--- src/rtl/grid_scatter_2d.sv ---
// Visibility gridding front-end: pops one sample from a FWFT FIFO and walks the
// full SSIZE x SSIZE kernel support, emitting one (gind, cind, data) beat per point.
module grid_scatter_2d #(
   parameter int GSIZE_BITS = 5,
   parameter int SUPPORT    = 7,
   parameter int PRECISION  = 32,
   parameter int IDX_WIDTH  = 16,
   parameter bit WRAP       = 1'b1
) (
   input  logic                 clk,
   input  logic                 rst,
   input  logic                 empty,
   input  logic [IDX_WIDTH-1:0] iu,
   input  logic [IDX_WIDTH-1:0] iv,
   input  logic [IDX_WIDTH-1:0] offset,
   input  logic [PRECISION-1:0] indatar,
   input  logic [PRECISION-1:0] indatai,
   output logic                 read,
   input  logic                 out_ready,
   output logic                 valid,
   output logic [IDX_WIDTH-1:0] gind,
   output logic [IDX_WIDTH-1:0] cind,
   output logic [PRECISION-1:0] outdatar,
   output logic [PRECISION-1:0] outdatai,
   output logic                 busy,
   output logic [15:0]          sample_count
);

   localparam int SSIZE = 2 * SUPPORT + 1;
   localparam int CW    = GSIZE_BITS + 2;
   localparam int RC_W  = $clog2(SSIZE + 1);
   localparam logic [RC_W-1:0]      LAST_RC = RC_W'(SSIZE - 1);
   localparam logic [CW-1:0]        SUP_C   = CW'(SUPPORT);
   localparam logic [IDX_WIDTH-1:0] SSIZE_I = IDX_WIDTH'(SSIZE);

   typedef enum logic {IDLE, RUN} stateT;

   stateT                r_state;
   logic [CW-1:0]        r_iu, r_iv;
   logic [IDX_WIDTH-1:0] r_offset;
   logic [PRECISION-1:0] r_dataR, r_dataI;
   logic [RC_W-1:0]      r_row, r_col;
   logic                 r_valid;
   logic [IDX_WIDTH-1:0] r_gind, r_cind;
   logic [PRECISION-1:0] r_outR, r_outI;
   logic [15:0]          r_count;

   stateT                w_nState;
   logic [CW-1:0]        w_nIu, w_nIv, w_u, w_v;
   logic [IDX_WIDTH-1:0] w_nOffset, w_gind, w_cind;
   logic [PRECISION-1:0] w_nDataR, w_nDataI;
   logic [RC_W-1:0]      w_nRow, w_nCol;
   logic                 w_advance, w_last, w_inGrid, w_nValid;
   logic                 w_unused;

   // Only the low CW bits of the cell coordinates take part in the arithmetic.
   assign w_unused = ^{iu[IDX_WIDTH-1:CW], iv[IDX_WIDTH-1:CW]};

   // r_valid doubles as the in-grid flag of the beat currently presented.
   assign w_advance = (r_state == RUN) && (!r_valid || out_ready);
   assign w_last    = w_advance && (r_row == LAST_RC) && (r_col == LAST_RC);
   assign read      = !rst && !empty && ((r_state == IDLE) || w_last);

   always_comb begin
      w_nState  = r_state;
      w_nIu     = r_iu;
      w_nIv     = r_iv;
      w_nOffset = r_offset;
      w_nDataR  = r_dataR;
      w_nDataI  = r_dataI;
      w_nRow    = r_row;
      w_nCol    = r_col;
      if (read) begin
         w_nState  = RUN;
         w_nIu     = iu[CW-1:0];
         w_nIv     = iv[CW-1:0];
         w_nOffset = offset;
         w_nDataR  = indatar;
         w_nDataI  = indatai;
         w_nRow    = '0;
         w_nCol    = '0;
      end else if (w_last) begin
         w_nState = IDLE;
      end else if (w_advance) begin
         if (r_col == LAST_RC) begin
            w_nCol = '0;
            w_nRow = r_row + RC_W'(1);
         end else begin
            w_nCol = r_col + RC_W'(1);
         end
      end
   end

   // Output registers are loaded with the beat the next state will present.
   always_comb begin
      w_u      = w_nIu - SUP_C + CW'(w_nCol);
      w_v      = w_nIv - SUP_C + CW'(w_nRow);
      w_inGrid = WRAP ? 1'b1 : ((w_u[CW-1:CW-2] == 2'b00) && (w_v[CW-1:CW-2] == 2'b00));
      w_nValid = (w_nState == RUN) && w_inGrid;
      w_gind   = IDX_WIDTH'({w_v[GSIZE_BITS-1:0], w_u[GSIZE_BITS-1:0]});
      w_cind   = w_nOffset + IDX_WIDTH'(w_nRow) * SSIZE_I + IDX_WIDTH'(w_nCol);
   end

   always_ff @(posedge clk) begin
      if (rst) begin
         r_state  <= IDLE;
         r_iu     <= '0;
         r_iv     <= '0;
         r_offset <= '0;
         r_dataR  <= '0;
         r_dataI  <= '0;
         r_row    <= '0;
         r_col    <= '0;
         r_valid  <= 1'b0;
         r_gind   <= '0;
         r_cind   <= '0;
         r_outR   <= '0;
         r_outI   <= '0;
         r_count  <= '0;
      end else begin
         r_state  <= w_nState;
         r_iu     <= w_nIu;
         r_iv     <= w_nIv;
         r_offset <= w_nOffset;
         r_dataR  <= w_nDataR;
         r_dataI  <= w_nDataI;
         r_row    <= w_nRow;
         r_col    <= w_nCol;
         r_valid  <= w_nValid;
         if (w_nValid) begin
            r_gind <= w_gind;
            r_cind <= w_cind;
         end
         r_outR <= w_nValid ? w_nDataR : '0;
         r_outI <= w_nValid ? w_nDataI : '0;
         if (w_last) r_count <= r_count + 16'd1;
      end
   end

   assign valid        = r_valid;
   assign gind         = r_gind;
   assign cind         = r_cind;
   assign outdatar     = r_outR;
   assign outdatai     = r_outI;
   assign busy         = (r_state == RUN);
   assign sample_count = r_count;

endmodule

--- config.mk ---
export PLATFORM = sky130hd
export DESIGN_NAME = grid_scatter_2d
export DESIGN_NICKNAME = d
export VERILOG_FILES = /design/src/rtl/grid_scatter_2d.sv
export SDC_FILE = /design/constraint.sdc
export NUM_CORES = 1
export LEC_CHECK = 0
export ABC_CLOCK_PERIOD_IN_PS = 8000
export CAP_MARGIN = 10
export CORE_MARGIN = 5
export CORE_UTILIZATION = 25
export CTS_CLUSTER_SIZE = 25
export DETAILED_ROUTE_END_ITERATION = 10
export HOLD_SLACK_MARGIN = 0.08
export RECOVER_POWER = 100
export SLEW_MARGIN = 0
export SYNTH_ARGS = -nofsm -noshare
export SYNTH_HDL_FRONTEND = slang
export SYNTH_SLANG_ARGS = --single-unit
--- constraint.sdc ---
create_clock -name clk -period 8 [get_ports clk]
set_clock_uncertainty 0.2 [all_clocks]
set_input_delay 1.6 -clock clk [delete_from_list [all_inputs] [get_ports clk]]
set_output_delay 1.6 -clock clk [all_outputs]
set_load 0.005 [all_outputs]
# [Word-level counts from Yosys, hierarchy flattened]
# Cells that the tools add are included.
# Widths: inputs -> output; s select.
[totals] ff_bits=209 in_bits=116 word_cells=53
[op_classes] n_addsub=9 mul=1 n_eq_ne=2 mux=15 n_bitwise=2 reduce_logical=11
[ops] cell="$mux 32" count=2
[ops] cell="$mux 4" count=8
[ops] cell="$add 16x1->16 const B" count=1
[ops] cell="$add 16x4->16" count=1
[ops] cell="$add 16x8->16" count=1
[ops] cell="$mux 16" count=1
[ops] cell="$mux 7" count=2
[ops] cell="$add 5x4->5" count=2
[ops] cell="$sub 5x3->5 const B" count=2
[ops] cell="$add 4x1->4 const B" count=2
[ops] cell="$eq 4x4->1 const B" count=2
[ops] cell="$mul 4x4->8 const B" count=1
[ops] cell="$logic_and 1x1->1" count=5
[ops] cell="$logic_not 1->1" count=3
[ops] cell="$logic_or 1x1->1" count=2
[ops] cell="$mux 1" count=2
[ops] cell="$not 1->1" count=2
[ops] cell="$reduce_or 2->1" count=1

# [Logic depth before layout (Yosys ltp)]
[depth] word_depth=11 depth_mapped=26 ltp_nobuf=22

# [Worst setup path after synthesis]
# Ideal clock, no wire load.
[synth_path] path_type="in2reg" startpoint="input out_ready" endpoint="register r_cind[10], in the netlist cind[10]" t_arrival_ns=6.765 required_ns=7.738 path_slack_ns=0.973 cell_stages=23 n_path_buf=4 cell_sequence="nand3_4 > nor3_4 > nand2b_4 > nand2_4 > inv_6 > buf_12 > buf_6 > buf_4 > buf_4 > or2_2 > inv_1 > fa_1 > fa_1 > inv_1 > fa_1 > inv_1 > fa_1 > a21oi_1 > o21bai_1 > a2111oi_0 > nor3_1 > or4_1 > nand3_1"
[synth_between] elab_chain_cells=10 word_cells_on_any_way=18 cone_classes="add/sub (2); mul (1); mux (9); reduce/logical (6)"
[synth_lines] item="start, declared" line_no="19" source="input logic out_ready,"
[synth_lines] item="$logic_or 1x1->1" line_no="60" source="assign w_advance = (r_state == RUN) && (!r_valid || out_ready);"
[synth_lines] item="$logic_and 1x1->1" line_no="60"
[synth_lines] item="$logic_and 1x1->1 (2 in a row)" line_no="61" source="assign w_last = w_advance && (r_row == LAST_RC) && (r_col == LAST_RC);"
[synth_lines] item="$logic_or 1x1->1" line_no="62" source="assign read = !rst && !empty && ((r_state == IDLE) || w_last);"
[synth_lines] item="$logic_and 1x1->1" line_no="62"
[synth_lines] item="net read" line_no="18" source="output logic read,"
[synth_lines] item="$mux 4" line_no="73" source="if (read) begin"
[synth_lines] item="net w_nRow[0]" line_no="52" source="logic [RC_W-1:0] w_nRow, w_nCol;"
[synth_lines] item="$mul 4x4->8" line_no="101" source="w_cind = w_nOffset + IDX_WIDTH'(w_nRow) * SSIZE_I + IDX_WIDTH'(w_nCol);"
[synth_lines] item="$add 16x8->16" line_no="101"
[synth_lines] item="$add 16x4->16" line_no="101"
[synth_lines] item="end signal, assigned" line_no="132" source="r_cind <= w_cind;"
[synth_lines] item="end, declared" line_no="44" source="logic [IDX_WIDTH-1:0] r_gind, r_cind;"
# The timed path passes the listed nets, and every way through them passes these cells.
# A chain may end at the register's enable or synchronous reset.

# [Final worst setup path]
[layout_path] startpoint="input out_ready" endpoint="register r_cind[10], in the netlist cind[10]"
[layout_between] elab_chain_cells=10 word_cells_on_any_way=18 cone_classes="add/sub (2); mul (1); mux (9); reduce/logical (6)"
[layout_lines] item="$logic_or 1x1->1 (*)" line_no="60"
[layout_lines] item="$logic_and 1x1->1 (*)" line_no="60"
[layout_lines] item="$logic_and 1x1->1 (2 in a row)" line_no="61"
[layout_lines] item="$logic_or 1x1->1" line_no="62"
[layout_lines] item="$logic_and 1x1->1" line_no="62"
[layout_lines] item="$mux 4 (*)" line_no="73"
[layout_lines] item="net w_nRow[0]" line_no="52"
[layout_lines] item="$mul 4x4->8 (*)" line_no="101"
[layout_lines] item="$add 16x8->16 (*)" line_no="101"
[layout_lines] item="$add 16x4->16 (*)" line_no="101"
# Mark *: on every way through the listed nets, which the timed path passes. The rest lies on a longest branch.

==> impl_metrics.json <==
{
  "drt_iter0_drc": 190,
  "utilization_pct": 34.68,
  "ctsHoldBuffers": 0,
  "place.gp.congestion": 0.7536,
  "holdPathStages": 2,
  "layout_commonest_cell": "dfxtp_1",
  "rows": 67,
  "power_mw": 2.462,
  "synthXorXnorAreaFrac_pct": 2.908,
  "synth_top_family_by_area": "simple AND/OR/NAND/NOR gates",
  "ys_types": 54,
  "fill_cells": 3417,
  "hold_class": "flop to flop",
  "synth_cells": 889,
  "pre_cts_ws_ps": 338.2,
  "setup_tns_ps": 0,
  "fin_crit_sh_pct": 90.77,
  "worstPathRequired_ps": 8240,
  "setup.worst_path.class": "input pin to flop",
  "yosysWarningCount": 0,
  "grt_pass1_vias": 6356,
  "cellPowerDensity_mw_per_mm2": 212.2,
  "cts_buffer_depth": 3,
  "ir_worst_vdd_uv": 112.5,
  "syn_to_final_growth_pct": 37.59,
  "synthMuxAreaShare_pct": 3.472,
  "hold_path_startpoint": "gind[6]",
  "cts_tree": "yes",
  "die_area_sq_mm": 0.03750,
  "cts_setup_buffers": 0,
  "cts_root_buf": "clkbuf_16",
  "synth_seq_cells": 205,
  "gr-usage-met1_pct": 14.56,
  "clk_pin_slew_ps": 60,
  "max-slew-margin-rel_pct": -139.8,
  "fin_nets": 1242,
  "worstMarginPinSlew_ps": 3597,
  "cts.sinks": 205,
  "dp_cells": 1498,
  "finalHoldViolCount": 0,
  "final_antenna_net_count": 0,
  "start_kind": "input pin",
  "layout_common_cells": "dfxtp_1, dlygate4sd3_1, nand2_1",
  "r2r_setup_slack_ps": 1870,
  "setup_viol": 0,
  "drive_gt1_share_pct": 5.388,
  "cp_slowest_stage_delay_ps": 610,
  "start_util_pct": 25.21,
  "ys_seq_area_share_pct": 48.67,
  "grt_first_pass_wirelength_um": 34800,
  "grt_max_degree": 88,
  "groute.layer.met3.usage_pct": 3.840,
  "status": "finished with violations",
  "yosys_most_used_dff": "dfxtp_1",
  "use_met2_pct": 17.63,
  "synth_compound_area_share_pct": 8.161,
  "setup_slack_ps": 738.7,
  "core_sq_mm": 0.03345,
  "grt_overflow": 0,
  "synth_simple_gate_area_share_pct": 23.12,
  "r2r_start": "valid",
  "reg2reg_depth": 20,
  "drcViolationCount": 0,
  "vias": 6383,
  "cts_buffers": 25,
  "rsz0062_at_grt": "no",
  "antenna_cells": 0,
  "synthAdderAreaFrac_pct": 8.607,
  "wl_per_cell_um": 13.95,
  "path_cells": "dlygate4sd3_1 -> nand3_1 -> nor3_4 -> nand2b_1 -> nand2_4 -> inv_6 -> or2_2 -> inv_1 -> fa_1 -> fa_1 -> inv_1 -> fa_1 -> inv_1 -> fa_1 -> a21oi_1 -> o21bai_1 -> a2111oi_0 -> buf_4 -> nor3_1 -> or4_1 -> nand3_1",
  "critical-path-slowest-cell": "dlygate4sd3_1",
  "hpwl_um": 14970,
  "fmax_mhz": 137.7,
  "drt-pass1-iter-count": 4,
  "maxCapViolations": 1,
  "portBuffers": 202,
  "die_y_um": 193.7,
  "syn-mean-instance-area_sq_um": 9.485,
  "regToRegEndpoint": "cind[10]",
  "antenna_found_initial": 0,
  "cpLargestDelayFamily": "adder cells",
  "critPathMostFrequentCell": "fa_1",
  "netlist_area_sq_mm": 0.008432,
  "violations": "max-capacitance violations, max-slew violations",
  "async_flop_share_pct": 0,
  "grtUsageTotal_pct": 11.08,
  "endpoint_kind": "flop",
  "htree_levels": 1,
  "wirelength_um": 21520,
  "cts.repair.resized": 0,
  "synth-edff-count": 0,
  "die_w_um": 193.7,
  "worst_hold_path.endpoint": "gind[6]",
  "clock_latency_ps": 500,
  "static-leakage-power_nw": 4.889,
  "cp_max_fo": 27,
  "critical_path_buf_inv_count": 6,
  "finalNonFillerCells": 1543,
  "io_pins": 231,
  "grt.busiest_layer": "met2",
  "slew_viol_final": 88,
  "via_per_inst": 4.137,
  "min_period_ps": 7261,
  "cp.arrival_ps": 7500
}
## flip-flops by register name (all words and copies together), names as in the netlist, 5 cells and up
| register | flops |
|---|---|
| sample_count | 16 |
| r_dataR | 32 |
| r_dataI | 32 |
| gind | 10 |
| r_iv | 5 |
| outdatai | 32 |
| r_iu | 5 |
| cind | 16 |
| r_offset | 16 |
| outdatar | 32 |
## cell type report
class,instances,area [sq um],area share (%)
clock inverters,16,170.2,1.467
inverters,32,125.1,1.079
repair buffers,210,2068,17.83
flip-flops and latches,205,4104,35.38
clock buffers,29,670.6,5.781
well taps,448,560.5,4.832
multi-input cells,603,3902,33.64
## logic make-up after synthesis
family / after synthesis
adders and majority gates: 49
AOI/OAI and AO/OA: 122
other: 1
buffers and inverters: 86
muxes: 28
xor gates and xnor gates: 28
DFF: 205
and+or+nand+nor: 370
## through the flow
step                hold WS [ps]  instance area (sq um)
floorplan                  248.2                   8451
global placement           241.7                  10800
detailed placement         247.9                  10800
CTS                        257.0                  11640
global route               269.9                  11600
finish                     250.7                  11600
## power breakdown
part | total (mW) | switching (mW) | internal, mW
combinational | 0.236 | 0.114 | 0.122
sequential | 1.09 | 0.0165 | 1.08
clock | 1.13 | 0.437 | 0.697
## Yosys cell counts (2+ instances only)
cell / n / area (sq um)
nand4_1: 6 / 37.54
nor3b_1: 4 / 30.03
or3_1: 3 / 18.77
or2_2: 4 / 25.02
and2_1: 65 / 406.6
ha_1: 34 / 425.4
nor3_1: 7 / 35.03
a21o_1: 4 / 30.03
nor4_1: 3 / 18.77
nand4b_1: 2 / 17.52
and3_1: 8 / 50.05
inv_1: 31 / 116.4
xor2_1: 11 / 96.34
o21ai_0: 71 / 355.3
or4_1: 5 / 37.54
nand2_1: 105 / 394.1
nand3b_1: 5 / 37.54
a21oi_1: 23 / 115.1
dfxtp_1: 205 / 4104
a211oi_1: 8 / 60.06
buf_6: 2 / 22.52
fa_1: 15 / 300.3
nor2_1: 57 / 214.0
xnor2_1: 17 / 148.9
clkbuf_1: 33 / 123.9
o21bai_1: 2 / 15.01
mux2i_1: 18 / 180.2
a31oi_1: 2 / 12.51
buf_4: 17 / 127.6
nand2b_1: 65 / 406.6
nand3_1: 10 / 50.05
o211ai_1: 2 / 15.01
o21a_1: 2 / 15.01
mux2_2: 10 / 112.6
nor2b_1: 14 / 87.58
## how the worst max path moves through the flow
stage	endpoint	startpoint	cells after the start	slack, ps
floorplan	cind[10]	out_ready	23	970
global placement	cind[14]	out_ready	21	360
finish	cind[10]	out_ready	21	740
global route	cind[10]	out_ready	21	370
detailed placement	cind[12]	out_ready	21	340
CTS	cind[12]	out_ready	21	880
## worst register-to-register path: stages (launching register included)
cell       delay, ps
dfxtp_1          530
nand3_1          260
nor3_4           380
nand2b_1         270
nand2_4          110
inv_6            210
or2_2            230
inv_1            110
fa_1             500
fa_1             510
inv_1             50
fa_1             520
inv_1             70
fa_1             450
a21oi_1          190
o21bai_1         130
a2111oi_0        530
buf_4            210
nor3_1            50
or4_1            480
nand3_1           80
## routing by layer
metal | vias up | share of wire, %
met5 | - | 0
met4 | 0 | 1.9
met3 | 33 | 7.7
met2 | 166 | 44
met1 | 2914 | 47
li1 | 3270 | -
No activity file was read; power rests on OpenSTA's default activity.
